File: src/rtl/wishbone_pkg.sv
// wishbone_pkg: shared Wishbone B4 burst tags and arbiter state encoding
package wishbone_pkg;
    localparam logic [2:0] CTI_CLASSIC = 3'b000;
    localparam logic [2:0] CTI_CONST   = 3'b001;
    localparam logic [2:0] CTI_INCR    = 3'b010;
    localparam logic [2:0] CTI_EOB     = 3'b111;
    localparam logic [1:0] BTE_LINEAR  = 2'b00;
    localparam logic [1:0] BTE_WRAP4   = 2'b01;
    localparam logic [1:0] BTE_WRAP8   = 2'b10;
    localparam logic [1:0] BTE_WRAP16  = 2'b11;
    typedef enum logic {ST_ARB, ST_OWN} arb_state_e;
endpackage

File: src/rtl/wb_rr_picker.sv
// wb_rr_picker: first requester at or after ptr, searching upward with wrap
module wb_rr_picker #(
    parameter int NUM_M = 4,
    parameter int IW    = (NUM_M > 1) ? $clog2(NUM_M) : 1
) (
    input  logic [NUM_M-1:0] req_i,
    input  logic [IW-1:0]    ptr_i,
    output logic [NUM_M-1:0] gnt_o,
    output logic [IW-1:0]    idx_o
);
    logic          found;
    logic [IW-1:0] j;
    // scan from ptr upward; the first hit wins
    always_comb begin
        gnt_o = '0;
        idx_o = '0;
        found = 1'b0;
        j     = '0;
        for (int k = 0; k < NUM_M; k++) begin
            j = IW'((int'(ptr_i) + k) % NUM_M);
            if (!found && req_i[j]) begin
                found    = 1'b1;
                gnt_o[j] = 1'b1;
                idx_o    = j;
            end
        end
    end
endmodule

File: src/rtl/wishbone_arbiter.sv
// wishbone_arbiter: round-robin sharing of one Wishbone slave with a per-access watchdog
module wishbone_arbiter
    import wishbone_pkg::*;
#(
    parameter int NUM_M     = 4,
    parameter int WB_ADDR_W = 32,
    parameter int WB_DATA_W = 32,
    parameter int TIMEOUT   = 255
) (
    input  logic                           CLK_I,
    input  logic                           RST_I,
    input  logic [NUM_M-1:0]               m_cyc_i,
    input  logic [NUM_M-1:0]               m_stb_i,
    input  logic [NUM_M-1:0]               m_we_i,
    input  logic [NUM_M-1:0]               m_lock_i,
    input  logic [NUM_M*WB_ADDR_W-1:0]     m_adr_i,
    input  logic [NUM_M*WB_DATA_W-1:0]     m_dat_i,
    input  logic [NUM_M*WB_DATA_W/8-1:0]   m_sel_i,
    input  logic [NUM_M*3-1:0]             m_cti_i,
    input  logic [NUM_M*2-1:0]             m_bte_i,
    output logic [NUM_M-1:0]               m_ack_o,
    output logic [NUM_M-1:0]               m_err_o,
    output logic [NUM_M-1:0]               m_rty_o,
    output logic [WB_DATA_W-1:0]           m_dat_o,
    output logic                           s_cyc_o,
    output logic                           s_stb_o,
    output logic                           s_we_o,
    output logic                           s_lock_o,
    output logic [WB_ADDR_W-1:0]           s_adr_o,
    output logic [WB_DATA_W-1:0]           s_dat_o,
    output logic [WB_DATA_W/8-1:0]         s_sel_o,
    output logic [2:0]                     s_cti_o,
    output logic [1:0]                     s_bte_o,
    input  logic [WB_DATA_W-1:0]           s_dat_i,
    input  logic                           s_ack_i,
    input  logic                           s_err_i,
    input  logic                           s_rty_i,
    output logic [NUM_M-1:0]               gnt_o,
    output logic                           timeout_o
);
    localparam int          IW      = (NUM_M > 1) ? $clog2(NUM_M) : 1;
    localparam int          SW      = WB_DATA_W / 8;
    localparam logic [9:0]  WD_TERM = 10'(TIMEOUT);

    arb_state_e        state_q;
    logic [NUM_M-1:0]  gnt_q, pick_gnt;
    logic [IW-1:0]     owner_q, rr_ptr_q, pick_idx;
    logic [9:0]        wd_q, wd_d;
    logic              own, o_cyc, o_stb, o_lock, term, fire, rel;

    wb_rr_picker #(.NUM_M(NUM_M), .IW(IW)) u_pick (
        .req_i (m_cyc_i),
        .ptr_i (rr_ptr_q),
        .gnt_o (pick_gnt),
        .idx_o (pick_idx)
    );

    assign own    = state_q == ST_OWN;
    assign o_cyc  = own & m_cyc_i[owner_q];
    assign o_stb  = o_cyc & m_stb_i[owner_q];
    assign o_lock = own & m_lock_i[owner_q];
    // a slave termination beats a watchdog expiring in the same cycle
    assign term   = o_cyc & (s_ack_i | s_err_i | s_rty_i);
    assign fire   = o_stb & ~term & (wd_q == WD_TERM);
    assign rel    = own & (fire | (~o_cyc & ~o_lock));

    assign s_cyc_o  = o_cyc & ~fire;
    assign s_stb_o  = o_stb & ~fire;
    assign s_we_o   = own & m_we_i[owner_q];
    assign s_lock_o = o_lock;
    assign s_adr_o  = own ? m_adr_i[owner_q*WB_ADDR_W +: WB_ADDR_W] : '0;
    assign s_dat_o  = own ? m_dat_i[owner_q*WB_DATA_W +: WB_DATA_W] : '0;
    assign s_sel_o  = own ? m_sel_i[owner_q*SW +: SW] : '0;
    assign s_cti_o  = own ? m_cti_i[owner_q*3 +: 3] : '0;
    assign s_bte_o  = own ? m_bte_i[owner_q*2 +: 2] : '0;

    assign m_dat_o   = s_dat_i;
    assign m_ack_o   = gnt_q & {NUM_M{s_ack_i & s_cyc_o}};
    assign m_err_o   = gnt_q & {NUM_M{(s_err_i & s_cyc_o) | fire}};
    assign m_rty_o   = gnt_q & {NUM_M{s_rty_i & s_cyc_o}};
    assign gnt_o     = gnt_q;
    assign timeout_o = fire;

    // watchdog runs only while a strobe is outstanding and unanswered
    always_comb wd_d = (s_stb_o & ~term) ? wd_q + 10'd1 : 10'd0;

    // grant FSM: arbitrate when idle, hold until released or timed out
    always_ff @(posedge CLK_I or posedge RST_I) begin
        if (RST_I) begin
            state_q  <= ST_ARB;
            gnt_q    <= '0;
            owner_q  <= '0;
            rr_ptr_q <= '0;
            wd_q     <= '0;
        end else begin
            wd_q <= wd_d;
            if (state_q == ST_ARB) begin
                if (|m_cyc_i) begin
                    state_q <= ST_OWN;
                    gnt_q   <= pick_gnt;
                    owner_q <= pick_idx;
                end
            end else if (rel) begin
                state_q  <= ST_ARB;
                gnt_q    <= '0;
                rr_ptr_q <= (owner_q == IW'(NUM_M - 1)) ? '0 : owner_q + 1'b1;
            end
        end
    end
endmodule

File: config.mk
export PLATFORM = sky130hd
export DESIGN_NAME = wishbone_arbiter
export DESIGN_NICKNAME = d
export VERILOG_FILES = /design/src/rtl/wishbone_pkg.sv /design/src/rtl/wb_rr_picker.sv /design/src/rtl/wishbone_arbiter.sv
export SDC_FILE = /design/constraint.sdc
export NUM_CORES = 1
export LEC_CHECK = 0
export BUFFER_PORTS_ARGS = -buffer_cell sky130_fd_sc_hd__buf_2
export CAP_MARGIN = 20
export CORE_AREA = 3 3 180 182
export CTS_CLUSTER_SIZE = 16
export DETAILED_ROUTE_END_ITERATION = 8
export DIE_AREA = 0 0 183 185
export PLACE_DENSITY = 0.42
export SYNTH_ARGS = -nofsm -noshare
export SYNTH_HDL_FRONTEND = slang
export SYNTH_SLANG_ARGS = --single-unit
File: constraint.sdc
create_clock -name CLK_I -period 4.8 [get_ports CLK_I]
set_input_delay 0.48 -clock CLK_I [delete_from_list [all_inputs] [get_ports CLK_I]]
set_output_delay 0.48 -clock CLK_I [all_outputs]
set_load 0.05 [all_outputs]
==> qor.csv <==
metric,value,unit
outcome,finished clean,
Synth Area in Simple Gates,22.5,%
Final Util,20.3,%
Synth Area in Adders,3.16,%
initial core utilization,12.9,%
endpoints failing hold,0,
via count,4561,
crit path capture type,primary output,
Post-synth EDFFs,0,
Tightest Pin Transition,0.728,ns
IO buf count,406,
register area share after synthesis,12.0,%
Crit path top cell by count,nand2_1,
CP arrival,2.58,ns
Synth Register Bits,19,
worst vdd ir,356,uV
top cell family by delay on the critical path,flip-flops,
"commonest non-fill, non-tap cell in the layout",buf_2,
clk_skew,0.00127,ns
clk sinks,19,
Max-slew headroom,51.5,%
xor and xnor area share after synthesis,1.55,%
worst-path fanout max,41,
main combinational cell family by area after synthesis,multiplexers,
Power Density,684,nW/um^2
share of cells above drive strength 1,70.9,%
CP required,4.32,ns
post-synthesis cell area,3960,um^2
cell internal pwr,0.00160,W
Clock Latency Late Sink,0.25,ns
die area,33900,um^2
Area growth syn-to-layout,57.7,%
Slew Limit Fails,0,
Clock Power Share,4.1,%
total grt overflow,0,
initial antenna violation count,1,
mux contribution to synthesized area,45.6,%
Finish-stage setup viols,0,
RSZ-0062 raised after global routing,no,
Core ar.,30700,um^2
postcts setup bufs,0,
CTS max path bufs,2,
via/cell ratio,4.11,
global-route wire length before repair,28800,um
Final min period,3.06,ns
Nets,1070,
setup TNS,0,ns
Comb pwr share,87.4,%
Buf/Inv on CP,1,
most frequent cells in the layout,"406 x buf_2, 79 x and2_1, 78 x mux4_2, 22 x nor2_1, 16 x dfrtp_1",
Cells after Synth,366,
Final WS setup,1.74,ns
Worst Reg-to-Reg Cells,5,
DP Worst Slack,1.87,ns
chip height,185,um
Num CTS Buffers,3,
DP HPWL,18600,um
TritonCTS clock tree,built,
Max Fclk,0.327,GHz
post-cts resize count,0,
Synth warnings,0,
Pre-antenna DRT Iters,4,
Flop pwr share,8.5,%
switch share,62.7,%
total track usage,11.2,%
fin crit share,63.7,%
I/O pin count,471,
syn nets,721,
Synth Flop Type,dfrtp_1,
crit-path cells,nand2_1 -> o22ai_2 -> nand4b_4 -> nand2_1 -> and2_1 -> buf_2,
Synth cell types,43,
Leak,3.03,nW
Starting DRT DRC Count,159,
Cell Rows,64,
Routed Antenna Nets,0,
critical path's largest stage delay,0.78,ns
CP max-delay cell,dfrtp_4,
largest net degree at the start of global routing,79,
sw power,0.00268,W
MaxCap Viol Count,0,
Die X,183,um
GP Congestion,0.738,
DRC violations left,0,
CTS H-Tree Depth,1,
root buf cell,clkbuf_16,
synthesized area per cell,10.8,um^2
Critical Path Start Type,register,
Compound-Gate Fraction of Synth Area,4.86,%
clock slew at reported path FFs,0.06,ns
number of fill cells,3456,
routed len/inst,19.3,um
ys async rst share,100,%
worst min path class,in -> async,
# hold bufs at CTS,0,
drt total wl,21400,um
CP Class,reg -> out,
vias in the first global route,4530,
Crit path depth,6,
-- power by group through the flow --
stage,logic [W],clock network [W],registers (W)
after floorplan,0.00301,0,0.000283
after global placement,0.00380,0,0.000370
after detailed placement,0.00380,0,0.000375
after CTS,0.00381,0.000178,0.000372
after global routing,0.00398,0.000185,0.000383
final,0.00374,0.000175,0.000363
-- synth_stat cells (2+ instances only) --
library cell | count | share of area [%]
xor2_1 | 2 | 0.44
o211ai_1 | 2 | 0.38
mux2_4 | 2 | 0.76
ha_1 | 10 | 3.2
mux4_2 | 78 | 44
nor2_1 | 22 | 2.1
a211oi_1 | 2 | 0.38
nand2_1 | 7 | 0.66
nor3b_1 | 2 | 0.38
a221oi_1 | 5 | 1.1
nor2b_1 | 2 | 0.32
nor3_1 | 8 | 1.0
nand3_1 | 7 | 0.88
o21ai_0 | 2 | 0.25
mux2i_1 | 2 | 0.51
xnor2_1 | 5 | 1.1
buf_1 | 2 | 0.19
clkbuf_1 | 23 | 2.2
nor4_1 | 3 | 0.47
dfrtp_1 | 19 | 12
and3_1 | 9 | 1.4
or2_2 | 2 | 0.32
inv_1 | 8 | 0.76
buf_4 | 32 | 6.1
buf_2 | 9 | 1.1
and2_1 | 79 | 12
a21oi_1 | 3 | 0.38
a221o_1 | 4 | 1.0
-- per-layer routing --
layer  global-route usage, %  share of wire [%]  up-vias
li1                        -                  -     2063
met1                    14.7                 41     2236
met2                    17.8                 46      256
met3                    4.93                 13        6
met4                   0.609               0.22        0
met5                       0                  0        -
-- state kept, by name, summed over array words and instances, names as in the netlist --
name,cells
wd_q,10
gnt_o,4
owner_q,2
rr_ptr_q,2
own,1
-- worst reg2reg max path: stages, from the launching register on --
cell,delay [ns]
dfrtp_4,0.78
buf_4,0.59
mux4_2,0.46
or2_2,0.32
a21oi_4,0.25
mux2_4,0.33
-- logic make-up after synthesis --
kind of cell             after synthesis
AND/OR/NAND/NOR                      151
multiplexers                          82
buffers and inverters                 74
AO/OA/AOI/OAI                         23
flip-flops                            19
adder cells (fa/ha/maj)               10
XOR/XNOR                               7
-- final timing paths --
| kind | slack (ns) | from | end |
|---|---|---|---|
| hold reg to reg | 0.48 | wd_q[0] | wd_q[0] |
| max in group asynchronous | 3.95 | RST_I | owner_q[0] |
| setup / recovery | 1.74 | owner_q[1] | m_err_o[3] |
| setup reg to reg | 1.97 | owner_q[1] | rr_ptr_q[0] |
| min in group CLK_I | 0.48 | wd_q[0] | wd_q[0] |
| hold / removal | 0.33 | RST_I | gnt_o[1] |
-- through the flow --
| step | area, um^2 | instances | power, W | hold slack (ns) |
|---|---|---|---|---|
| final | 6250 | 1111 | 0.00427 | 0.334 |
| after global routing | 6240 | 1110 | 0.00455 | 0.411 |
| after CTS | 6240 | 1110 | 0.00436 | 0.376 |
| after detailed placement | 6160 | 1106 | 0.00417 | 0.482 |
| after global placement | 6160 | 1106 | 0.00417 | 0.480 |
| after floorplan | 3960 | 366 | 0.00329 | 0.431 |
-- area by class of cell --
class                   instances  area [um^2]  area share, %
diodes                          1         2.50         0.0401
clock buffers                   3         75.1           1.20
clock inverters                 1         7.51          0.120
inverters                       8         30.0          0.481
multi-input cells             273         3080           49.3
flip-flops and latches         19          484           7.75
well taps                     396          495           7.93
repair buffers                410         2070           33.2
Note: power is estimated with default switching activity, not from simulation.
